### src/rtl/input_acc_sched.sv
// Job sequencer for the input_acc FIFO bank: gates per-row writes from one source
// up to a programmed length, then issues diagonally skewed per-row dequeue strobes.
module input_acc_sched #(
  parameter int NUM_ROWS = 2,
  parameter int DEPTH    = 4,
  parameter int LEN_W    = $clog2(DEPTH) + 1
) (
  input  logic                clk,
  input  logic                rst,
  input  logic                start_in,
  input  logic [LEN_W-1:0]    len_in,
  input  logic                src_nn_in,
  input  logic                abort_in,
  input  logic [NUM_ROWS-1:0] host_valid_in,
  input  logic [NUM_ROWS-1:0] nn_valid_in,
  output logic [NUM_ROWS-1:0] acc_valid_data_out,
  output logic [NUM_ROWS-1:0] acc_valid_data_nn_out,
  output logic [NUM_ROWS-1:0] acc_valid_in_out,
  output logic                busy_out,
  output logic                done_out
);

  localparam int T_W = $clog2(DEPTH + NUM_ROWS) + 1;
  localparam logic [LEN_W-1:0] DEPTH_L = LEN_W'(DEPTH);

  typedef enum logic [1:0] {S_IDLE, S_LOAD, S_DRAIN, S_DONE} state_t;

  state_t              state_q, state_d;
  logic [LEN_W-1:0]    len_q;
  logic                src_nn_q;
  logic [LEN_W-1:0]    wc_q [NUM_ROWS];
  logic [LEN_W-1:0]    wc_d [NUM_ROWS];
  logic [T_W-1:0]      t_q, t_d;
  logic [T_W-1:0]      len_t, t_last;
  logic [LEN_W-1:0]    len_clip;
  logic [NUM_ROWS-1:0] sel_valid, pass;
  logic                all_full, latch, clr;

  assign len_t    = T_W'(len_q);
  assign t_last   = len_t + T_W'(NUM_ROWS) - T_W'(2);
  assign len_clip = (len_in > DEPTH_L) ? DEPTH_L : len_in;

  // Only the latched source can reach the FIFOs, and only until a row is full.
  always_comb begin
    sel_valid = src_nn_q ? nn_valid_in : host_valid_in;
    all_full  = 1'b1;
    for (int r = 0; r < NUM_ROWS; r++) begin
      pass[r] = sel_valid[r] && (state_q == S_LOAD) && (wc_q[r] < len_q);
      wc_d[r] = wc_q[r] + LEN_W'(pass[r]);
      if (wc_d[r] != len_q) all_full = 1'b0;
    end
    acc_valid_data_out    = src_nn_q ? '0 : pass;
    acc_valid_data_nn_out = src_nn_q ? pass : '0;
  end

  always_comb begin
    state_d = state_q;
    t_d     = t_q;
    latch   = 1'b0;
    clr     = 1'b0;
    case (state_q)
      S_IDLE: begin
        if (start_in && (len_in != '0)) begin
          latch   = 1'b1;
          state_d = S_LOAD;
        end
      end
      S_LOAD: begin
        if (abort_in) begin
          clr     = 1'b1;
          state_d = S_IDLE;
        end else if (all_full) begin
          state_d = S_DRAIN;
        end
      end
      S_DRAIN: begin
        if (abort_in) begin
          clr     = 1'b1;
          state_d = S_IDLE;
        end else if (t_q == t_last) begin
          t_d     = '0;
          state_d = S_DONE;
        end else begin
          t_d = t_q + T_W'(1);
        end
      end
      default: state_d = S_IDLE;
    endcase
  end

  always_ff @(posedge clk or negedge rst) begin
    if (!rst) begin
      state_q  <= S_IDLE;
      len_q    <= '0;
      src_nn_q <= 1'b0;
      t_q      <= '0;
      for (int r = 0; r < NUM_ROWS; r++) wc_q[r] <= '0;
    end else begin
      state_q <= state_d;
      if (latch) begin
        len_q    <= len_clip;
        src_nn_q <= src_nn_in;
        t_q      <= '0;
        for (int r = 0; r < NUM_ROWS; r++) wc_q[r] <= '0;
      end else if (clr) begin
        t_q <= '0;
        for (int r = 0; r < NUM_ROWS; r++) wc_q[r] <= '0;
      end else begin
        t_q <= t_d;
        for (int r = 0; r < NUM_ROWS; r++) wc_q[r] <= wc_d[r];
      end
    end
  end

  // Row r dequeues while 0 <= t-r < L; the offset form avoids a constant compare.
  for (genvar r = 0; r < NUM_ROWS; r++) begin : g_deq
    localparam logic [T_W-1:0] ROW = T_W'(r);
    logic [T_W:0] off;
    assign off = {1'b0, t_q} - {1'b0, ROW};
    assign acc_valid_in_out[r] = (state_q == S_DRAIN) && !off[T_W] &&
                                 (off[T_W-1:0] < len_t);
  end

  assign busy_out = (state_q == S_LOAD) || (state_q == S_DRAIN);
  assign done_out = (state_q == S_DONE);

endmodule

### config.mk
export PLATFORM = sky130hd
export DESIGN_NAME = input_acc_sched
export DESIGN_NICKNAME = d
export VERILOG_FILES = /design/src/rtl/input_acc_sched.sv
export SDC_FILE = /design/constraint.sdc
export NUM_CORES = 1
export LEC_CHECK = 0
export ABC_AREA = 1
export BUFFER_PORTS_ARGS = -buffer_cell sky130_fd_sc_hd__buf_2
export CAP_MARGIN = 5
export CORE_ASPECT_RATIO = 1.25
export CORE_UTILIZATION = 45
export CTS_CLUSTER_DIAMETER = 120
export CTS_CLUSTER_SIZE = 40
export DETAILED_ROUTE_END_ITERATION = 6
export PLACE_DENSITY = 0.69
export SYNTH_ARGS = -nofsm -noshare
export SYNTH_HDL_FRONTEND = slang
export SYNTH_SLANG_ARGS = --single-unit
### constraint.sdc
create_clock -name clk -period 2.3 [get_ports clk]
set_input_delay 0.23 -clock clk [delete_from_list [all_inputs] [get_ports clk]]
set_output_delay 0.23 -clock clk [all_outputs]
set_load 0.005 [all_outputs]
==> impl_metrics.json, run 1 <==
{
  "status": "finished, final reports clean",
  "hold_path_end": "src_nn_q",
  "skew_ns": 0.00244,
  "endpoint_kind": "flop",
  "hold_violations": 0,
  "cts_tree": "built",
  "min_from": "src_nn_in",
  "io_buffers": 19,
  "routed_wl_mm": 3.05,
  "peakVddDrop_uv": 549,
  "dr.pass1.iters": 4,
  "path_max_fanout": 3,
  "antenna_found_initial": 0,
  "worst_slew_pin_slew_ns": 0.395,
  "finalCritPeriodShare": 0.945,
  "ff2ff_path_depth": 15,
  "wl_met3_um": 45,
  "p_per_area_nw_per_um2": 1070,
  "cts_root_buf": "clkbuf_4",
  "dp_slack_ns": -0.0249,
  "synth_fp_nets": 201,
  "highest_layer": "met4",
  "crit_top_cell": "nand2_1",
  "yosys.cell_types.count": 22,
  "cap_violations": 0,
  "cpMaxStageDelayCell": "dfrtp_1",
  "die_x_um": 49.6,
  "layout_min_cycle_time_ns": 2.17,
  "hold_path_class": "primary input to flop",
  "reg2reg_from": "len_q[1]",
  "syn_area_um2": 1270,
  "slew_headroom": 0.737,
  "ys_seq_area_frac": 0.315,
  "dieArea_um2": 3050,
  "via_per_inst": 4.90,
  "die_y_um": 61.5,
  "nNetsFinal": 234,
  "wl_per_cell_um": 13.0,
  "maxSlewViolCount": 0,
  "setup_ws_ns": 0.126,
  "regToRegSetupSlack_ns": 0.13,
  "yosysWarningCount": 0,
  "num_vias": 1152,
  "cts_buffers": 3,
  "insertion_delay_ns": 0.29,
  "cts_max_level": 1,
  "synth_top_cell_by_area": "dfrtp_1",
  "synth.area.top_cells": "dfrtp_1 31%, ha_1 20%, nand2_1 10%",
  "wl_met1_mm": 1.29,
  "crit_path_start_kind": "flop",
  "drive_above_1_share": 0.323,
  "drt_iter0_drc": 34,
  "drtAntennaViolNets": 0,
  "synthToLayoutAreaGrowth_pct": 28.4,
  "total_power_mw": 1.75,
  "num_rows": 21,
  "grt_use_total": 0.203,
  "cts.sinks": 16,
  "syn_inst": 169,
  "max_freq_ghz": 0.460,
  "critPathArrivalTime_ns": 2.37,
  "overflow": 0,
  "post-dp-hpwl_mm": 2.33,
  "antenna_cells": 0,
  "met2_length_mm": 1.64,
  "core_area_um2": 2680,
  "syn_avg_cell_area_um2": 7.53,
  "synth_top_area_share": 0.315,
  "grt_pass1_vias": 1037,
  "ios": 20,
  "worstPathCellList": "inv_2 > ha_4 > o211ai_1 > nand2_1 > nor2_2 > ha_2 > ha_4 > nor2_2 > nand2_1 > nand2_1 > nand2_1 > o21bai_2 > nand2_2 > nand2_1 > nand2_1",
  "synth_seq_cells": 16,
  "setup_viol": 0,
  "clk_pin_slew_ns": 0.10,
  "drc": 0,
  "regToRegEndpoint": "state_q[0]",
  "place_congestion": 0.826,
  "min_path_cells": 3,
  "cpPeakStageDelay_ns": 0.42,
  "grt_start_max_net_pins": 17,
  "cts_buffer_depth": 2,
  "grt_first_pass_wirelength_mm": 4.54,
  "critical_path_required_ns": 2.49,
  "start_util": 0.475,
  "worstSetupPathType": "flop to flop",
  "p_leak_nw": 0.877
}
## where the power goes
group	internal [mW]	leakage, nW	switching [mW]
sequential	0.359	0.211	0.0836
clock	0.0964	0.0210	0.0989
combinational	0.490	0.645	0.625
## cells in the final DEF (no fill, tap or decap)
cell type | synthesis | routed
nand2_2 | 3 | 4
ha_2 | 0 | 2
nor2_2 | 2 | 5
nor2_1 | 16 | 13
buf_4 | 0 | 8
clkbuf_4 | 0 | 3
dlygate4sd3_1 | 0 | 1
nand2_1 | 34 | 33
dfrtp_1 | 16 | 15
nand3_2 | 2 | 2
nor2_4 | 1 | 1
inv_2 | 2 | 4
o21bai_2 | 1 | 1
inv_1 | 33 | 31
clkbuf_8 | 0 | 1
or2_2 | 2 | 2
o21a_1 | 1 | 1
o21ai_0 | 4 | 4
o211ai_1 | 4 | 4
nand3_1 | 10 | 10
dfrtp_2 | 0 | 1
inv_4 | 1 | 1
o21ai_2 | 1 | 1
ha_4 | 0 | 7
buf_2 | 0 | 19
a21oi_1 | 9 | 7
o22ai_1 | 4 | 4
nor4_2 | 0 | 1
xor2_1 | 2 | 2
ha_1 | 20 | 11
a21oi_2 | 0 | 2
## Yosys cell counts (all sizes together)
library cell,number
a21oi,9
dfrtp,16
ha,20
inv,36
nand2,37
nand3,12
nor2,19
nor4,1
o211ai,4
o21a,1
o21ai,5
o21bai,1
o22ai,4
or2,2
xor2,2
## registers in the layout, summed over array words and instances, names as in the netlist
register  count
len_q         3
t_q           4
state_q       2
wc_q          6
src_nn_q      1
## worst max-delay path: cells and delay by family, from the launching register on
kind / cells / cell delay, ns
buf+inv: 1 / 0.13
compound gates: 2 / 0.27
simple gates: 9 / 0.65
fa+ha+maj: 3 / 0.62
flops: 1 / 0.42
## metrics by stage
stage                     hold WS (ns)  std cells  TNS [ns]  utilization  instance area (µm²)
after floorplan                -0.0656        169         0            -                 1270
after global placement           0.168        224         0        0.532                 1430
after detailed placement         0.176        224   -0.0456        0.532                 1430
after CTS                        0.141        230         0        0.553                 1480
after global routing             0.167        235   -0.0206        0.610                 1630
final                            0.143        235         0        0.610                 1630
## cells by family (layout without fill, tap and decap cells)
group	after synthesis	in the layout	synth area share
buffers and inverters	36	68	0.108
AO/OA/AOI/OAI	24	24	0.116
flip-flops	16	16	0.315
XOR/XNOR	2	2	0.0138
adder cells (fa/ha/maj)	20	20	0.197
AND/OR/NAND/NOR	71	71	0.251
## layer usage
layer / track usage / vias to the layer above
li1: - / 601
met3: 0.0321 / 8
met1: 0.227 / 529
met2: 0.386 / 14
met5: 0 / -
met4: 0.0857 / 0
## timing repair
action | in CTS | in global routing
resized for setup | 1 | 19
endpoints found under the setup margin | 2 | 3
pin swaps | 1 | 17
buffers inserted | 1 | 5
hold buffers | 1 | 0
endpoints found under the hold margin | 16 | 0
## how the worst max path moves through the flow
stage | endpoint | start | cells past startpoint | slack, ns
after detailed placement | state_q[0] | len_q[2] | 16 | -0.02
after global placement | state_q[0] | len_q[2] | 16 | 0.06
after floorplan | state_q[0] | len_q[2] | 15 | 0.19
final | state_q[0] | len_q[1] | 15 | 0.13
after global routing | state_q[1] | len_q[1] | 15 | -0.01
after CTS | state_q[0] | len_q[2] | 14 | 0.008
## cell type report
| cell class | count | area, µm² |
|---|---|---|
| Tap cell | 34 | 42.5 |
| Fill cell | 246 | 1050 |
| Inverter | 36 | 138 |
| Clock buffer | 4 | 36.3 |
| Sequential cell | 16 | 402 |
| Timing Repair Buffer | 28 | 165 |
| Multi-Input combinational cell | 117 | 851 |
Note: power is estimated with default switching activity, not from simulation.
==> run 2, diff against run 1 <==
--- a/constraint.sdc
+++ b/constraint.sdc
@@ -3,2 +3,2 @@
 set_output_delay 0.23 -clock clk [all_outputs]
-set_load 0.005 [all_outputs]
+set_load 0.02 [all_outputs]
==> impl_metrics.json, run 2 (synthesis gave the netlist of run 1 again) <==
{
  "worst_slew_pin_slew_ns": 0.395,
  "ff2ff_path_depth": 17,
  "grt_first_pass_wirelength_mm": 4.54,
  "drc": 0,
  "worstSetupPathType": "flop to flop",
  "setup_ws_ns": 0.0576,
  "finalCritPeriodShare": 0.975,
  "largestRegisters": "wc_q x6, t_q x4, len_q x3",
  "die_y_um": 61.5,
  "total_power_mw": 1.84,
  "largest-register": "wc_q",
  "stdcell_count": 236,
  "worstPathCellList": "inv_2 > buf_12 > ha_4 > o211ai_1 > nand2_1 > nor2_2 > ha_2 > ha_4 > inv_1 > nand2_1 > nand2_1 > nand2_1 > nand2_1 > o21bai_2 > nand2_2 > nand2_1 > nand2_1",
  "rsz0062_at_grt": "true",
  "drtAntennaViolNets": 0,
  "path_max_fanout": 3,
  "dieArea_um2": 3050,
  "grt_start_max_net_pins": 17,
  "p_leak_nw": 0.886,
  "ios": 20,
  "cts_root_buf": "clkbuf_4",
  "place_congestion": 0.826,
  "dpl.cell_count": 224,
  "cp_num_buf_inv": 3,
  "routed_wl_mm": 3.06,
  "nNetsFinal": 235,
  "mostFrequentLayoutCells": "34 x nand2_1, 30 x inv_1, 19 x buf_2",
  "hold_violations": 0,
  "cap_violations": 0,
  "cts.sinks": 16,
  "antenna_cells": 0,
  "regToRegEndpoint": "state_q[0]",
  "fillers": 249,
  "cts_buffers": 3,
  "insertion_delay_ns": 0.29,
  "hold_ws_ns": 0.143,
  "antenna_found_initial": 0,
  "overflow": 0,
  "crit_top_cell": "nand2_1",
  "via_per_inst": 4.92,
  "cts_max_level": 1,
  "core_area_um2": 2680,
  "die_x_um": 49.6,
  "min_path_cells": 3,
  "crit_family": "simple AND/OR/NAND/NOR gates",
  "skew_ns": 0.00304,
  "crit_path_start_kind": "flop",
  "endpoint_kind": "flop",
  "cts_tree": "built",
  "cpMaxStageDelayCell": "dfrtp_1",
  "num_rows": 21,
  "hold_path_end": "src_nn_q",
  "maxSlewViolCount": 0,
  "regToRegSetupSlack_ns": 0.06,
  "largest_reg_flops": 6,
  "cts_buffer_depth": 2,
  "setup_viol": 0,
  "peakVddDrop_uv": 591,
  "start_util": 0.475,
  "wl_per_cell_um": 13.0,
  "final_common_cell": "nand2_1",
  "clk_pin_slew_ns": 0.10,
  "seqCellArea_um2": 403,
  "layout_min_cycle_time_ns": 2.24,
  "critical_path_required_ns": 2.49,
  "p_per_area_nw_per_um2": 1120,
  "num_vias": 1162,
  "hold_path_class": "primary input to flop",
  "final_core_util": 0.612,
  "drive_above_1_share": 0.327,
  "grt_pass1_vias": 1037,
  "status": "finished, final reports clean",
  "multi_input_area_um2": 836,
  "reg2reg_from": "len_q[1]",
  "min_from": "src_nn_in",
  "critPathArrivalTime_ns": 2.43,
  "drt_iter0_drc": 23,
  "cpPeakStageDelay_ns": 0.42,
  "dp_slack_ns": -0.0249,
  "slew_headroom": 0.737,
  "synthToLayoutAreaGrowth_pct": 28.9,
  "io_buffers": 19,
  "max_freq_ghz": 0.446,
  "post-dp-hpwl_mm": 2.33,
  "grt_use_total": 0.203,
  "dr.pass1.iters": 4
}
## run 2: area by class of cell
class,count,area share
Multi-Input combinational cell,117,0.510
Sequential cell,16,0.246
Timing Repair Buffer,29,0.113
Inverter,36,0.0839
Tap cell,34,0.0259
Clock buffer,4,0.0221
## run 2: layer usage
layer  share of wire  GRT usage  routed length [µm]
met4           0.019     0.0857                  57
met5               0          0                   0
met2            0.55      0.386                1690
met3           0.016     0.0321                  48
met1            0.41      0.227                1270
## run 2: worst max-delay path by stage
stage / startpoint / end / slack (ns) / depth (start not counted)
6_report: len_q[1] / state_q[0] / 0.06 / 17
5_1_grt: len_q[1] / state_q[1] / -0.06 / 16
4_1_cts: len_q[2] / state_q[0] / 0.008 / 14
3_5_place_dp: len_q[2] / state_q[0] / -0.02 / 16
3_3_place_gp: len_q[2] / state_q[0] / 0.06 / 16
2_1_floorplan: len_q[2] / state_q[0] / 0.19 / 15
## run 2: timing repair
| action | CTS | global route |
|---|---|---|
| gates resized for setup | 1 | 19 |
| cloned | 0 | 0 |
| endpoints found under the setup margin | 2 | 3 |
| pin swaps | 1 | 15 |
| endpoints found under the hold margin | 16 | 0 |
| buffers inserted | 1 | 6 |
| hold buffers | 1 | 0 |
## run 2: worst reg2reg max path: stages, from the launching register on
cell      delay (ns)
dfrtp_1         0.42
inv_2           0.11
buf_12          0.11
ha_4            0.19
o211ai_1        0.08
nand2_1         0.09
nor2_2          0.14
ha_2            0.20
ha_4            0.13
inv_1           0.04
nand2_1         0.08
nand2_1         0.07
nand2_1         0.06
nand2_1         0.07
o21bai_2        0.19
nand2_2         0.08
nand2_1         0.05
nand2_1         0.04
## run 2: per-stage QoR
step | setup TNS (ns) | area [µm²]
6_report | 0 | 1640
5_1_grt | -0.104 | 1640
4_1_cts | 0 | 1480
3_5_place_dp | -0.0456 | 1430
3_3_place_gp | 0 | 1430
2_1_floorplan | 0 | 1270
## run 2: report_power, final
group          switching, mW  total [mW]  internal (mW)  leakage [nW]
Sequential            0.0821       0.442          0.360         0.209
Clock                 0.0992       0.196         0.0964        0.0210
Combinational          0.683        1.20          0.519         0.656
==> run 3, diff against run 2 <==
Settings changed: CAP_MARGIN 5 to default, CELL_PAD_IN_SITES_DETAIL_PLACEMENT from default to 0, CELL_PAD_IN_SITES_GLOBAL_PLACEMENT from default to 2, CORE_UTILIZATION 45 to 32, PLACE_DENSITY 0.69 to 0.82.
==> impl_metrics.json, run 3 (synthesis gave the netlist of run 1 again) <==
{
  "status": "finished, final reports clean",
  "grt_pass1_vias": 1128,
  "die_y_um": 72.5,
  "cts_root_buf": "clkbuf_8",
  "cts_buffers": 3,
  "p_per_area_nw_per_um2": 1090,
  "antenna_cells": 0,
  "die_x_um": 58.4,
  "insertion_delay_ns": 0.25,
  "min_path_cells": 3,
  "wl_per_cell_um": 12.0,
  "stdcell_count": 252,
  "finalCritPeriodShare": 0.972,
  "cts.sinks": 16,
  "drc": 0,
  "endpoint_kind": "flop",
  "min_from": "src_nn_in",
  "synthToLayoutAreaGrowth_pct": 27.9,
  "dieArea_um2": 4230,
  "largest_reg_flops": 6,
  "place_congestion": 0.796,
  "antenna_found_initial": 0,
  "start_util": 0.336,
  "skew_ns": 0.00332,
  "largest-register": "wc_q",
  "dpl.cell_count": 244,
  "num_rows": 25,
  "ios": 20,
  "core_area_um2": 3780,
  "setup_viol": 0,
  "hold_ws_ns": 0.182,
  "path_max_fanout": 3,
  "dp_slack_ns": -0.00281,
  "p_leak_nw": 0.868,
  "rsz0062_at_grt": "true",
  "nNetsFinal": 232,
  "cts_tree": "built",
  "io_buffers": 19,
  "critical_path_required_ns": 2.45,
  "drive_above_1_share": 0.298,
  "hold_path_class": "primary input to flop",
  "peakVddDrop_uv": 494,
  "cap_violations": 0,
  "reg2reg_from": "len_q[1]",
  "drt_iter0_drc": 26,
  "layout_min_cycle_time_ns": 2.24,
  "via_per_inst": 4.47,
  "post-dp-hpwl_mm": 2.38,
  "cts_max_level": 1,
  "maxSlewViolCount": 0,
  "dr.pass1.iters": 4,
  "critPathArrivalTime_ns": 2.38,
  "crit_path_start_kind": "flop",
  "slew_headroom": 0.731,
  "max_freq_ghz": 0.447,
  "ff2ff_path_depth": 16,
  "cts_buffer_depth": 2,
  "hold_violations": 0,
  "clk_pin_slew_ns": 0.06,
  "final_common_cell": "nand2_1",
  "num_vias": 1127,
  "grt_start_max_net_pins": 17,
  "grt_use_total": 0.157,
  "largestRegisters": "wc_q x6, t_q x4, len_q x3",
  "worst_slew_pin_slew_ns": 0.404,
  "total_power_mw": 1.78,
  "overflow": 0,
  "mostFrequentLayoutCells": "33 x nand2_1, 31 x inv_1, 19 x buf_2",
  "setup_ws_ns": 0.0638,
  "cp-startpoint": "len_q[1]",
  "drtAntennaViolNets": 0,
  "routed_wl_mm": 3.03,
  "fillers": 388,
  "worstSetupPathType": "flop to flop",
  "grt_first_pass_wirelength_mm": 5.06
}
-- run 3: cell types whose count changed in the layout (fill, tap and decap cells not counted), sizes merged --
cell | before | now
clkbuf | 4 | 3
buf | 28 | 25
-- run 3: metal layers --
layer  part of all wire  global-route usage  routed length, µm
met3              0.016              0.0285                 49
met4              0.015              0.0688                 46
met5                  0                   0                  0
met1               0.45               0.194               1370
met2               0.52               0.266               1570
-- run 3: layout make-up --
class	instances	area [µm²]	share of cell area
tap	54	67.6	0.0415
inverter	36	138	0.0846
multi-input combinational	117	830	0.510
sequential	16	402	0.247
clock buffer	3	41.3	0.0254
timing repair buffer	26	150	0.0922
-- run 3: where the power goes --
group	internal [mW]	switching, mW
clock network	0.116	0.0979
logic	0.464	0.652
registers	0.360	0.0890
total	0.940	0.839
-- run 3: final timing paths --
kind                               to  slack [ns]
setup / recovery           state_q[1]        0.06
hold / removal               src_nn_q        0.18
setup reg to reg           state_q[1]        0.06
hold reg to reg            state_q[1]        0.54
max in group asynchronous      t_q[0]        1.55
min in group asynchronous     wc_q[3]        0.44
-- run 3: stage by stage --
| stage | TNS, ns | area [µm²] | utilization |
|---|---|---|---|
| 2_1_floorplan | 0 | 1270 | - |
| 3_5_place_dp | -0.00281 | 1450 | 0.383 |
| 3_3_place_gp | 0 | 1450 | 0.383 |
| 6_report | 0 | 1630 | 0.430 |
| 5_1_grt | -0.203 | 1630 | 0.430 |
| 4_1_cts | 0 | 1500 | 0.397 |
-- run 3: timing repair --
action	4_1_cts	5_1_grt
hold endpoints to repair	16	0
buffers inserted	0	4
setup endpoints to repair	2	3
gates resized for setup	1	16
pin swaps	1	14
cloned	0	0
hold buffers	1	0
-- run 3: worst max-delay path, cell delays in order (launching register included) --
cell and delay, ns:
dfrtp_1 0.40, inv_2 0.09, ha_1 0.30, o211ai_1 0.11, nand2_1 0.09, nor2_2 0.17
ha_4 0.16, ha_4 0.12, inv_1 0.03, nand2_1 0.06, nand2_1 0.08, nand2_1 0.08
nand2_1 0.06, o21bai_2 0.19, nand2_2 0.09, nand2_1 0.06, nand2_1 0.05
